## src/rtl/rv_fifo_ctrl.sv

```systemverilog
// Ready/valid FIFO controller driving an external dual-port RAM (sync write, comb read).
// Optional occupancy high-water mark output enabled by defining RV_FIFO_STATS_EN.
module rv_fifo_ctrl #(
  parameter int DATAW    = 8,
  parameter int DEPTH    = 4,
  parameter int ADDRW    = $clog2(DEPTH),
  parameter int ALM_FULL = DEPTH - 1
) (
  input  logic             clk,
  input  logic             resetn,
  input  logic             flush,
  input  logic             push_valid,
  input  logic [DATAW-1:0] push_data,
  output logic             push_ready,
  output logic             pop_valid,
  output logic [DATAW-1:0] pop_data,
  input  logic             pop_ready,
  output logic [ADDRW:0]   count,
  output logic             full,
  output logic             empty,
  output logic             almost_full,
  output logic             ram_wren,
  output logic [ADDRW-1:0] ram_waddr,
  output logic [DATAW-1:0] ram_wdata,
  output logic [ADDRW-1:0] ram_raddr,
  input  logic [DATAW-1:0] ram_rdata
`ifdef RV_FIFO_STATS_EN
  ,
  output logic [ADDRW:0]   peak_count
`endif
);

  localparam logic [ADDRW:0] ALM_FULL_C = (ADDRW+1)'(ALM_FULL);
  localparam logic [ADDRW:0] ONE_C      = (ADDRW+1)'(1);

  logic [ADDRW:0] wr_ptr_r;
  logic [ADDRW:0] rd_ptr_r;
  logic [ADDRW:0] count_r;
  logic [ADDRW:0] wr_ptr_nxt_s;
  logic [ADDRW:0] rd_ptr_nxt_s;
  logic [ADDRW:0] count_nxt_s;
  logic           full_s;
  logic           empty_s;
  logic           push_fire_s;
  logic           pop_fire_s;

  // Flags decoded from registered pointers; the wrap bit distinguishes full from empty.
  assign empty_s = (wr_ptr_r == rd_ptr_r);
  assign full_s  = (wr_ptr_r[ADDRW-1:0] == rd_ptr_r[ADDRW-1:0]) &&
                   (wr_ptr_r[ADDRW] != rd_ptr_r[ADDRW]);

  assign push_fire_s = push_valid & ~full_s;
  assign pop_fire_s  = ~empty_s & pop_ready;

  assign full        = full_s;
  assign empty       = empty_s;
  assign push_ready  = ~full_s;
  assign pop_valid   = ~empty_s;
  assign count       = count_r;
  assign almost_full = (count_r >= ALM_FULL_C);

  assign ram_wren  = push_fire_s & ~flush;
  assign ram_waddr = wr_ptr_r[ADDRW-1:0];
  assign ram_wdata = push_data;
  assign ram_raddr = rd_ptr_r[ADDRW-1:0];
  assign pop_data  = ram_rdata;

  // Next-state pointers and occupancy; flush wins over any handshake in the same cycle.
  always_comb begin
    wr_ptr_nxt_s = wr_ptr_r;
    rd_ptr_nxt_s = rd_ptr_r;
    count_nxt_s  = count_r;
    if (flush) begin
      wr_ptr_nxt_s = '0;
      rd_ptr_nxt_s = '0;
      count_nxt_s  = '0;
    end else begin
      if (push_fire_s) begin
        wr_ptr_nxt_s = wr_ptr_r + ONE_C;
      end else begin
        wr_ptr_nxt_s = wr_ptr_r;
      end
      if (pop_fire_s) begin
        rd_ptr_nxt_s = rd_ptr_r + ONE_C;
      end else begin
        rd_ptr_nxt_s = rd_ptr_r;
      end
      case ({push_fire_s, pop_fire_s})
        2'b10:   count_nxt_s = count_r + ONE_C;
        2'b01:   count_nxt_s = count_r - ONE_C;
        default: count_nxt_s = count_r;
      endcase
    end
  end

  // Pointer and occupancy registers.
  always_ff @(posedge clk or negedge resetn) begin
    if (!resetn) begin
      wr_ptr_r <= '0;
      rd_ptr_r <= '0;
      count_r  <= '0;
    end else begin
      wr_ptr_r <= wr_ptr_nxt_s;
      rd_ptr_r <= rd_ptr_nxt_s;
      count_r  <= count_nxt_s;
    end
  end

`ifdef RV_FIFO_STATS_EN
  logic [ADDRW:0] peak_count_r;

  // High-water mark of occupancy, restarted by reset and flush.
  always_ff @(posedge clk or negedge resetn) begin
    if (!resetn) begin
      peak_count_r <= '0;
    end else if (flush) begin
      peak_count_r <= '0;
    end else if (count_nxt_s > peak_count_r) begin
      peak_count_r <= count_nxt_s;
    end else begin
      peak_count_r <= peak_count_r;
    end
  end

  assign peak_count = peak_count_r;
`endif

endmodule

```

## config.mk

```make
export PLATFORM = sky130hd
export DESIGN_NAME = rv_fifo_ctrl
export DESIGN_NICKNAME = d
export VERILOG_FILES = /design/src/rtl/rv_fifo_ctrl.sv
export SDC_FILE = /design/constraint.sdc
export NUM_CORES = 1
export LEC_CHECK = 0
export CORE_MARGIN = 3
export CORE_UTILIZATION = 36
export DETAILED_ROUTE_END_ITERATION = 10
export GPL_ROUTABILITY_DRIVEN = 0
export PLACE_DENSITY = 0.79
export SLEW_MARGIN = 20
export SYNTH_ARGS = -nofsm -noshare
export SYNTH_HDL_FRONTEND = slang
export SYNTH_SLANG_ARGS = --single-unit
```

## constraint.sdc

```tcl
create_clock -name clk -period 2.6 [get_ports clk]
set_input_delay 0.39 -clock clk [delete_from_list [all_inputs] [get_ports clk]]
set_output_delay 0.39 -clock clk [all_outputs]
set_load 0.02 [all_outputs]
```

==> metrics.txt <==
number of max-cap violations=0; fillers=about 210; Worst-path clk slew=around 0.070 ns; #FFs+latches synth=9; commonest non-fill, non-tap cells in the layout=clkdlybuf4s50_1, nor2_1, dfrtp_1, nand2_1, nand3_1; Placement Setup Slack=0.397 ns; Hold Path Class=primary input to asynchronous set/reset pin; Post-Route Setup TNS=0 ns; postcts setup bufs=0; H-tree Lvls=1; vias in the first global route=553; syn avg cell area=between 8 and 9 µm²; mapped cell area=around 810 µm²; Num Clock Sinks=9; DR top layer=met4; antenna cells=0; crit end category=output pin; First-pass DRT Iterations=4; leakage=0.399 nW; Mapped Nets=117; Post-route DRC=0; area of the multi-input gates=~380 µm²; met3 wire length=94 µm; PD cells=742 mW/mm²; dpl hpwl=1200 µm; Worst Setup Start Kind=register; Yosys warning total=0; Overflow after GRT=0; CP Data Required Time=2.21 ns; synth unique cells=30; register area=about 230 µm²; min Tclk post-route=about 2.4 ns; Metal-1 WL=680 µm; routed vias/inst=just under 5; Die Wd=53.4 µm; RSZ-0062 raised after global routing=no; Worst-Skew Late Latency=0.27 ns; worst slew pin tran=0.432 ns; CTS tree=built; vias post-DR=around 600; Final Hold Viols=0; Top Ports=50; Cells after Synth=93; worst vdd ir=about 300 µV; WL/cell=12.9 µm; Yosys top cell by area=dfrtp_1; layout cells sized above 1=0.117; largest net degree at the start of global routing=12; sequential share of the synthesized area=0.279; wire length of the first global-routing pass=2500 µm; DR WL met2=between 700 and 800 µm; Clock Skews=0.00419 ns; hold_buf cts=0; Routed Antenna Nets=0; Max-Slew Margin vs Limit=0.711; Total Wirelength=1560 µm; synth-to-layout area growth=8.67%; status=finished clean; most common cell after layout, fill and taps aside=clkdlybuf4s50_1; Tcrit/Tclk final=0.937; initial core utilization=0.396; setup slack after layout=between 0.15 and 0.2 ns; CP Data Arrival Time=2.05 ns; DRT iter0 DRCs=9; post-CTS sizing=0; area share of the largest cell type after synthesis=0.279; Setup CP Type=register to output pin; clk root buf=clkbuf_4; count of pins over their slew limit=0; CTS buffer count=3; # nets final=119; antenna violations before repair=0; final setup fails=0; top post-synthesis cells by area=dfrtp_1, buf_4, xor2_1, nor2_1, nand3_1; Die Y=53.4 µm; Max Root-Sink Buffers=2; I/O Buffers=17; Rows=16; GRT Util Overall=0.130; Worst Path Max Fanout=6; fmax=411 MHz; core box area=~0.002 mm²; Die ar.=0.00285 mm²
## metrics by stage
stage / std cells / area [µm²] / util / hold WS, ns / power (mW)
finish: 121 / 878 / 0.430 / 0.424 / 0.651
floorplan: 93 / 808 / - / 0.0944 / 0.468
CTS: 121 / 878 / 0.430 / 0.424 / 0.661
global route: 121 / 878 / 0.430 / 0.443 / 0.701
global placement: 117 / 852 / 0.417 / 0.583 / 0.537
detailed placement: 117 / 852 / 0.417 / 0.599 / 0.542
## metal layers
layer | up-vias | global-route usage
met2 | 17 | 0.194
li1 | 294 | -
met1 | 277 | 0.153
met4 | 0 | 0.119
met5 | - | 0
met3 | 7 | 0.0254
## registers in the layout (all words and copies together), names as in the netlist
register / cells
rd_ptr_r: 3
count: 3
wr_ptr_r: 3
## path summary, 6_finish.rpt
path	startpoint	end	slack (ns)	cells past startpoint
setup / recovery	wr_ptr_r[0]$_DFFE_PN0P_	ram_wren	0.16	5
hold / removal	resetn	wr_ptr_r[2]$_DFFE_PN0P_	0.42	1
setup reg to reg	rd_ptr_r[2]$_DFFE_PN0P_	count[2]$_DFFE_PN0P_	0.39	7
hold reg to reg	rd_ptr_r[1]$_DFFE_PN0P_	rd_ptr_r[1]$_DFFE_PN0P_	0.61	2
max in group asynchronous	resetn	rd_ptr_r[0]$_DFFE_PN0P_	1.88	1
min in group clk	rd_ptr_r[1]$_DFFE_PN0P_	rd_ptr_r[1]$_DFFE_PN0P_	0.61	2
## power breakdown
group	switching, mW	internal [mW]
combinational	0.177	0.164
clock	0.0548	0.0595
sequential	0.0330	0.162
total	0.265	0.386
## Yosys cell counts
cell / n
a21o_1: 1
a21oi_1: 5
a2bb2oi_1: 1
a311oi_2: 1
a31oi_1: 1
a32oi_1: 1
a41oi_1: 1
and2_1: 1
and2b_2: 1
buf_4: 20
buf_6: 2
clkbuf_1: 1
clkbuf_8: 1
dfrtp_1: 9
fa_1: 1
ha_1: 2
inv_1: 3
mux2_1: 1
mux2i_1: 1
nand2_1: 7
nand3_1: 6
nor2_1: 11
nor2b_1: 1
o21ai_0: 2
o21ai_1: 1
o21ai_2: 1
o22ai_1: 1
xnor2_1: 3
xnor2_2: 1
xor2_1: 5
## worst max-delay path, cell delays in order (launching register included)
cell,delay [ns]
dfrtp_1,0.42
xnor2_1,0.32
nand3_1,0.24
nand2_1,0.21
nor2_1,0.06
clkdlybuf4s50_1,0.54
## logic make-up (layout without fill, tap and decap cells)
family | Yosys count | after routing | synth area share
AND/OR/NAND/NOR | 27 | 27 | 0.147
buffers and inverters | 27 | 28 | 0.249
AO/OA/AOI/OAI | 16 | 16 | 0.136
XOR/XNOR | 9 | 9 | 0.107
flip-flops | 9 | 9 | 0.279
adder cells (fa/ha/maj) | 3 | 3 | 0.0557
multiplexers | 2 | 2 | 0.0263
## layout make-up
class	count	area share
multi-input cells	57	0.434
flip-flops and latches	9	0.256
repair buffers	21	0.228
well taps	27	0.0385
clock buffers	4	0.0299
inverters	3	0.0128
No activity file was read; power rests on OpenSTA's default activity.
